[src/rtl/spi_pkg.sv]
// spi_pkg: shared types for the SPI-attached RAM controller.
//   CTRL_WIDTH   : width of the command field at the top of each SPI frame
//   cmd_t        : command encoding carried in rx_data[FRAME_WIDTH+1:FRAME_WIDTH]
//   ctrl_state_t : controller FSM states
package spi_pkg;

  localparam int unsigned CTRL_WIDTH = 2;

  typedef enum logic [CTRL_WIDTH-1:0] {
    CMD_WR_ADDR = 2'b00,
    CMD_WR_DATA = 2'b01,
    CMD_RD_ADDR = 2'b10,
    CMD_RD_DATA = 2'b11
  } cmd_t;

  typedef enum logic [1:0] {
    IDLE    = 2'b00,
    WR_MEM  = 2'b01,
    RD_MEM  = 2'b10,
    TX_HOLD = 2'b11
  } ctrl_state_t;

endpackage

[src/rtl/spi_ram_mem.sv]
// spi_ram_mem: single-port synchronous RAM, FRAME_WIDTH x 2**ADDR_WIDTH.
// Write and read share one address; the read is registered (1-cycle latency)
// and the read register only updates when re_i is high. No reset on contents.
// Ports:
//   clk     : clock
//   we_i    : write enable, mem[addr_i] <= wdata_i
//   re_i    : read enable,  rdata_o <= mem[addr_i] next cycle
//   addr_i  : shared address
//   wdata_i : write data
//   rdata_o : registered read data
module spi_ram_mem #(
  parameter int unsigned FRAME_WIDTH = 8,
  parameter int unsigned ADDR_WIDTH  = 8
) (
  input  logic                   clk,
  input  logic                   we_i,
  input  logic                   re_i,
  input  logic [ADDR_WIDTH-1:0]  addr_i,
  input  logic [FRAME_WIDTH-1:0] wdata_i,
  output logic [FRAME_WIDTH-1:0] rdata_o
);

  localparam int unsigned DEPTH = 1 << ADDR_WIDTH;

  logic [FRAME_WIDTH-1:0] mem_q [0:DEPTH-1];
  logic [FRAME_WIDTH-1:0] rdata_q;

  always_ff @(posedge clk) begin
    if (we_i) begin
      mem_q[addr_i] <= wdata_i;
    end
    if (re_i) begin
      rdata_q <= mem_q[addr_i];
    end
  end

  assign rdata_o = rdata_q;

endmodule

[src/rtl/spi_ram_ctrl.sv]
// spi_ram_ctrl: command decoder that lets an SPI slave read and write a small
// on-chip RAM. Each received frame carries a 2-bit command and a payload byte.
// Optional feature: define SPI_RAM_CTRL_AUTOINC_EN to post-increment wr_addr
// after every memory write and rd_addr after every memory read (wrapping).
// Ports:
//   clk      : sole clock, rising edge
//   rst_n    : synchronous active-low reset
//   rx_valid : frame-received level from the SPI slave
//   rx_data  : {command, payload} frame
//   tx_valid : read byte available to the slave (high only in TX_HOLD)
//   tx_data  : read byte for MISO; holds its last value outside TX_HOLD
//   busy     : controller not idle
//   cmd_err  : one-cycle pulse on an accepted command that cannot be executed
module spi_ram_ctrl
  import spi_pkg::*;
#(
  parameter int unsigned FRAME_WIDTH = 8,
  parameter int unsigned ADDR_WIDTH  = 8
) (
  input  logic                              clk,
  input  logic                              rst_n,
  input  logic                              rx_valid,
  input  logic [FRAME_WIDTH+CTRL_WIDTH-1:0] rx_data,
  output logic                              tx_valid,
  output logic [FRAME_WIDTH-1:0]            tx_data,
  output logic                              busy,
  output logic                              cmd_err
);

  ctrl_state_t            state_q, state_d;
  logic                   rx_valid_q;
  logic [ADDR_WIDTH-1:0]  wr_addr_q, wr_addr_d;
  logic [ADDR_WIDTH-1:0]  rd_addr_q, rd_addr_d;
  logic                   rd_seen_q, rd_seen_d;
  logic [FRAME_WIDTH-1:0] payload_q, payload_d;
  logic                   cmd_err_q, cmd_err_d;
  logic [FRAME_WIDTH-1:0] tx_data_q;

  logic                   accept;
  cmd_t                   cmd;
  logic [FRAME_WIDTH-1:0] payload;

  logic                   mem_we;
  logic                   mem_re;
  logic [ADDR_WIDTH-1:0]  mem_addr;
  logic [FRAME_WIDTH-1:0] mem_rdata;

  assign accept  = rx_valid & ~rx_valid_q;
  assign cmd     = cmd_t'(rx_data[FRAME_WIDTH+CTRL_WIDTH-1:FRAME_WIDTH]);
  assign payload = rx_data[FRAME_WIDTH-1:0];

  always_comb begin
    state_d   = state_q;
    wr_addr_d = wr_addr_q;
    rd_addr_d = rd_addr_q;
    rd_seen_d = rd_seen_q;
    payload_d = payload_q;
    cmd_err_d = 1'b0;
    mem_we    = 1'b0;
    mem_re    = 1'b0;
    mem_addr  = wr_addr_q;

    // Any new frame while a transaction is in flight is dropped and flagged.
    if (accept && (state_q != IDLE)) begin
      cmd_err_d = 1'b1;
    end

    unique case (state_q)
      IDLE: begin
        if (accept) begin
          unique case (cmd)
            CMD_WR_ADDR: wr_addr_d = payload[ADDR_WIDTH-1:0];
            CMD_RD_ADDR: begin
              rd_addr_d = payload[ADDR_WIDTH-1:0];
              rd_seen_d = 1'b1;
            end
            CMD_WR_DATA: begin
              payload_d = payload;
              state_d   = WR_MEM;
            end
            CMD_RD_DATA: begin
              // Read still proceeds (from the reset address) but is flagged.
              if (!rd_seen_q) begin
                cmd_err_d = 1'b1;
              end
              state_d = RD_MEM;
            end
            default: state_d = IDLE;
          endcase
        end
      end
      WR_MEM: begin
        // Gated by rst_n so a reset landing on this edge suppresses the write.
        mem_we   = rst_n;
        mem_addr = wr_addr_q;
        state_d  = IDLE;
`ifdef SPI_RAM_CTRL_AUTOINC_EN
        wr_addr_d = wr_addr_q + ADDR_WIDTH'(1);
`endif
      end
      RD_MEM: begin
        mem_re   = 1'b1;
        mem_addr = rd_addr_q;
        state_d  = TX_HOLD;
`ifdef SPI_RAM_CTRL_AUTOINC_EN
        rd_addr_d = rd_addr_q + ADDR_WIDTH'(1);
`endif
      end
      TX_HOLD: begin
        if (!rx_valid) begin
          state_d = IDLE;
        end
      end
      default: state_d = IDLE;
    endcase
  end

  always_ff @(posedge clk) begin
    if (!rst_n) begin
      state_q    <= IDLE;
      rx_valid_q <= 1'b0;
      wr_addr_q  <= '0;
      rd_addr_q  <= '0;
      rd_seen_q  <= 1'b0;
      payload_q  <= '0;
      cmd_err_q  <= 1'b0;
      tx_data_q  <= '0;
    end else begin
      state_q    <= state_d;
      rx_valid_q <= rx_valid;
      wr_addr_q  <= wr_addr_d;
      rd_addr_q  <= rd_addr_d;
      rd_seen_q  <= rd_seen_d;
      payload_q  <= payload_d;
      cmd_err_q  <= cmd_err_d;
      if (state_q == TX_HOLD) begin
        tx_data_q <= mem_rdata;
      end
    end
  end

  spi_ram_mem #(
    .FRAME_WIDTH (FRAME_WIDTH),
    .ADDR_WIDTH  (ADDR_WIDTH)
  ) u_mem (
    .clk     (clk),
    .we_i    (mem_we),
    .re_i    (mem_re),
    .addr_i  (mem_addr),
    .wdata_i (payload_q),
    .rdata_o (mem_rdata)
  );

  // The RAM read register lands exactly on TX_HOLD entry and is not touched
  // again until the next RD_MEM, so it is driven straight out during TX_HOLD;
  // tx_data_q captures it there to hold the byte afterwards and to give a
  // resettable value outside TX_HOLD.
  assign tx_valid = (state_q == TX_HOLD);
  assign tx_data  = tx_valid ? mem_rdata : tx_data_q;
  assign busy     = (state_q != IDLE);
  assign cmd_err  = cmd_err_q;

endmodule
[config.mk]
export PLATFORM = sky130hd
export DESIGN_NAME = spi_ram_ctrl
export DESIGN_NICKNAME = d
export VERILOG_FILES = /design/src/rtl/spi_pkg.sv /design/src/rtl/spi_ram_mem.sv /design/src/rtl/spi_ram_ctrl.sv
export SDC_FILE = /design/constraint.sdc
export NUM_CORES = 2
export LEC_CHECK = 0
export CAP_MARGIN = 20
export CORE_MARGIN = 3
export CORE_UTILIZATION = 35
export CTS_BUF_LIST = sky130_fd_sc_hd__clkbuf_8
export CTS_CLUSTER_DIAMETER = 120
export DETAILED_ROUTE_END_ITERATION = 16
export PLACE_DENSITY = 0.56
export SETUP_SLACK_MARGIN = 0.4
export SYNTH_ARGS = -nofsm -noshare
export SYNTH_HDL_FRONTEND = slang
export SYNTH_SLANG_ARGS = --single-unit
[constraint.sdc]
create_clock -name clk -period 10 [get_ports clk]
set_input_delay 3 -clock clk [delete_from_list [all_inputs] [get_ports clk]]
set_output_delay 3 -clock clk [all_outputs]
set_load 0.02 [all_outputs]
After elaboration in Yosys (flattened, before gate mapping)
Memory sizes are Yosys's and may differ from the RTL's. A register that Yosys moved wholly into a read port is not among the register bits.
Cells that the tools add are included.

word-level totals
  register bits after elaboration = 37
  RAM bits = 2,048
  input port bits = 13
  memories = 1

memories
  memory       depth  width  read ports  clocked after Yosys merged registers in  wr ports  line               text
  u_mem.mem_q  256    8      1           1                                        1         spi_ram_mem.sv:25  logic [FRAME_WIDTH-1:0] mem_q [0:DEPTH-1];

operators by class
  equality and inequality tests = 9
  multiplexer cells = 15
  bitwise gates (word level) = 2
  reduce and logical (&&, ||, !) cells = 8

operators with widths
  operator                                                                  number
  8-bit two-way mux                                                         2
  3-bit AND reduction                                                       4
  1-bit two-way mux                                                         9
  2-bit equality test (second input constant)                               4
  2-bit case mux with 4 select lines                                        1
  2-bit by 1-bit equality test with 1-bit output (second input constant)    2
  2-bit zero test                                                           2
  2-bit two-way mux                                                         2
  2-bit inequality test (second input constant)                             2
  2-bit case mux with 2 select lines                                        1
  3-bit by 1-bit inequality test with 1-bit output (second input constant)  1
  2-bit nonzero test                                                        1
  1-bit AND                                                                 1
  1-bit logical AND                                                         1
  1-bit NOT                                                                 1

Longest topological paths before layout
  word-level depth = 8
  gate-level depth with buffers = 14
  mapped depth without buffers = 9

Modules after synthesis
From an unflattened synthesis, not the netlist that was laid out.

second synthesis, totals
  cells, all modules = 3,696
  area total of the unflattened synthesis = 80,116.8 um2

modules (own cells, without submodules)
  module        instances  cells each  area each (um2)
  spi_ram_mem   1          3,547       78,572.9
  spi_ram_ctrl  1          149         1,544.0

Worst setup path after synthesis
OpenSTA, ideal clock, no wires.

  kind = input to register
  from = in rst_n
  to = mem u_mem.mem_q[96][0], enable pin
  setup time = 370 ps
  data arrival time = 4,362 ps
  setup slack = 5,267 ps
  stages on the path = 6
  path buffers = 2
  cell sequence = nand2_1 -> nor2_1 -> clkbuf_1 -> nand3_1 -> clkbuf_1 -> nor2_1

on the way
  longest elaborated chain between the ends = 3

ends and longest elaborated chain
  element                                  line                text
  from (decl)                              spi_ram_ctrl.sv:21  input logic rst_n,
  1-bit two-way mux                        spi_ram_ctrl.sv:68  unique case (state_q)
  1-bit two-way mux                        spi_ram_mem.sv:29   if (we_i) begin
  1-bit two-way mux (implied by the code)  spi_ram_mem.sv:30   mem_q[addr_i] <= wdata_i;
  to (decl)                                spi_ram_mem.sv:25

Every way passes these cells.

Final worst setup path
  from = reg state_q[1]
  to = out tx_data[1]

on the way
  longest elaborated chain between the ends = 2

ends and longest elaborated chain
  element                 line                 text
  from (decl)             spi_ram_ctrl.sv:30   ctrl_state_t state_q, state_d;
  from (signal assigned)  spi_ram_ctrl.sv:129  state_q <= state_d;
  2-bit equality test     spi_ram_ctrl.sv:158  assign tx_valid = (state_q == TX_HOLD);
  8-bit two-way mux       --
  to (decl)               spi_ram_ctrl.sv:25   output logic [FRAME_WIDTH-1:0] tx_data,

Every way passes these cells.

==> impl_metrics.json <==
{
  "grt_max_degree": 177,
  "tightest_slew_ns": 1.21,
  "drv_cap": 0,
  "clockBufferDepth": 4,
  "ys_async_sr_fraction_pct": 0,
  "numCtsBuffers": 342,
  "critPathRequiredTime_ns": 7.00,
  "first_global_vias": 43000,
  "layout_common_cells": "2056 x edfxtp_1, 512 x a22o_1, 502 x a221oi_1, 351 x clkbuf_8, 260 x nor2_1",
  "io_buffers": 23,
  "die_h_um": 476,
  "first_pass_iters": 9,
  "r2r-start": "state_q[1]",
  "place_ws_ns": 2.76,
  "ys_seq_elements": 2093,
  "wl_per_cell_um": 28.2,
  "antenna_found_initial": 7,
  "ir_worst_vdd_mv": 0.129,
  "viasPerCell": 5.67,
  "ant_nets": 0,
  "wl_um": 214000,
  "rrSetupSlack_ns": 4.99,
  "power.total_uw": 16900,
  "relSlewSlack_pct": 18.6,
  "grt_use_total_pct": 18.2,
  "yosysTopAreaCell": "edfxtp_1",
  "setup-tns-final_ns": 0,
  "syn2layout_area_growth_pct": 12.5,
  "die_w_um": 476,
  "hold-worst-slack_ns": 0.468,
  "synth_area_leaders": "edfxtp_1 80%, a22o_1 5.8%, a221oi_1 5.7%, o22ai_1 2.1%, nor2_1 1.3%",
  "worstReg2RegEnd": "u_mem.rdata_o[0]",
  "powerDensity_mw_per_mm2": 194,
  "clkTransAtPathRegs_ns": 0.06,
  "clock-sinks": 2093,
  "critical-path-top-delay-family": "buffers and inverters",
  "rsz0062_at_grt": "no",
  "crit_path_top_delay_cell": "clkdlybuf4s50_1",
  "postSynthAreaPerCell_sq_um": 18.3,
  "setup.worst_path.class": "reg -> out",
  "fmaxAchievable_mhz": 169,
  "htree_levels": 5,
  "dieArea_sq_mm": 0.227,
  "drtIter0Drc": 5114,
  "post-route-util_pct": 39.6,
  "holdBufCountCts": 0,
  "worst_slack_ns": 4.07,
  "ys_types": 46,
  "critPathLaunch": "state_q[1]",
  "ys_warn_count": 0,
  "cp.arrival_ns": 2.93,
  "skew_ns": 0.0900,
  "start_util_pct": 35.2,
  "outcome": "completed",
  "worstSetupPathDepth": 3,
  "setup_viol": 0,
  "final_common_cell": "edfxtp_1",
  "ys_seq_area_share_pct": 80.7,
  "cts_resized": 0,
  "route.detailed.drc": 0,
  "synth-edff-count": 2056,
  "worst_skew_pair.late_latency_ns": 1.06,
  "p_leak_uw": 0.0299,
  "core_area_sq_mm": 0.220,
  "num_vias": 43000,
  "post_cts_buffers": 0,
  "gp_congestion": 0.844,
  "cts_tree": "done",
  "grt_pass1_wl_um": 306000,
  "synth_top_area_share_pct": 79.7,
  "hold_path.class": "reg -> reg",
  "row_count": 172,
  "place_hpwl_um": 122000,
  "critPathLaunchType": "register",
  "critPathCaptureType": "output port",
  "syn_inst": 4238,
  "grt_overflow_total": 0,
  "drive_gt1_share_pct": 12.6,
  "finalCriticalPeriod_ns": 5.93,
  "nNetsFinal": 4388,
  "synth_nets": 4251,
  "path_cells": "nand2_1 -> mux2_2 -> clkdlybuf4s50_1",
  "synth_flop_cell": "edfxtp_1",
  "clock-root-buffer": "clkbuf_8",
  "finalMaxSlewViolations": 0,
  "hold_violations": 0,
  "syn_area_sq_mm": 0.0775,
  "io_pins": 24,
  "crit_buf_inv": 1,
  "min_period_over_period_pct": 59.3,
  "cpPeakStageDelay_ns": 0.61,
  "crit_fanout": 9,
  "endpoint": "tx_data[1]",
  "worstRegToRegCells": 11
}
Yosys cell counts, types with 2 or more instances:
cell type / n
a221oi_1: 502
o31ai_1: 5
or3_1: 3
nand2_1: 55
o21ai_0: 4
inv_1: 8
a221oi_2: 10
a22o_1: 512
nand3b_1: 3
dfxtp_1: 37
mux2i_1: 24
a31o_2: 2
mux2_2: 8
a21oi_1: 16
nor3b_1: 2
a2111o_1: 8
buf_1: 14
nor3_1: 2
nor2b_1: 25
buf_4: 5
a21boi_0: 3
buf_6: 23
o21ai_1: 2
nand3_1: 18
a21boi_1: 7
nor2_1: 260
nor4_1: 64
o31ai_2: 3
edfxtp_1: 2056
and2_1: 10
o22ai_1: 256
clkbuf_1: 165
buf_2: 113
layer usage:
layer | wire length (um) | track usage (%) | vias to the layer above | part of all wire (%)
met4 | 7880 | 7.25 | 0 | 3.7
met3 | 16500 | 3.85 | 424 | 7.7
met2 | 101000 | 29.0 | 2072 | 47
li1 | - | - | 18400 | -
met1 | 88700 | 24.5 | 22000 | 41
met5 | 0 | 0 | - | 0
worst min-delay path by stage:
stage          startpoint   endpoint  cells after the start
6_report        rd_seen_q  rd_seen_q                      2
2_1_floorplan   rd_seen_q  rd_seen_q                      2
3_3_place_gp    rd_seen_q  rd_seen_q                      2
4_1_cts         rd_seen_q  rd_seen_q                      2
3_5_place_dp    rd_seen_q  rd_seen_q                      2
5_1_grt         rd_seen_q  rd_seen_q                      2
cells by family (layout without fill, tap and decap cells):
family / count (synthesis) / count (layout) / share of synthesized area, %
multiplexers: 33 / 33 / 0.444
AND/OR/NAND/NOR: 449 / 449 / 2.61
AO/OA/AOI/OAI: 1333 / 1333 / 14.2
flip-flops: 2093 / 2093 / 80.7
buffers and inverters: 330 / 710 / 2.05
other: 0 / 8 / 0
registers in the layout (all words and copies together), names as in the netlist:
register / cells
payload_q: 8
wr_addr_q: 8
u_mem.rdata_o: 8
u_mem.mem_q: 2048
rd_addr_q: 8
rx_valid_q: 1
state_q: 2
cmd_err: 1
tx_data_q: 8
rd_seen_q: 1
stage by stage:
stage	std cells	instance area, sq um
2_1_floorplan	4238	77500
3_3_place_gp	6984	80800
3_5_place_dp	6986	80900
4_1_cts	7573	87100
5_1_grt	7581	87100
6_report	7584	87100
tightest hold or removal path, stage by stage, from the launching register on:
cell and delay [ns]:
dfxtp_1 0.32, inv_1 0.05, a21boi_0 0.06
power breakdown:
| part | internal, uW | total, uW | leakage [uW] | switching [uW] |
|---|---|---|---|---|
| registers | 9570 | 9590 | 0.0226 | 25.0 |
| clock network | 3640 | 6910 | 0.00353 | 3270 |
| logic | 93.6 | 400 | 0.00378 | 307 |
| total | 13300 | 16900 | 0.0299 | 3600 |
cell type report:
type	instances	area [sq um]
fillers	19900	133000
flip-flops and latches	2093	62500
multi-input cells	1815	13600
clock buffers	351	4830
well taps	2958	3700
clock inverters	236	1380
repair buffers	114	1090
inverters	9	38.8
diodes	8	20.0
Note: power is estimated with default switching activity, not from simulation.
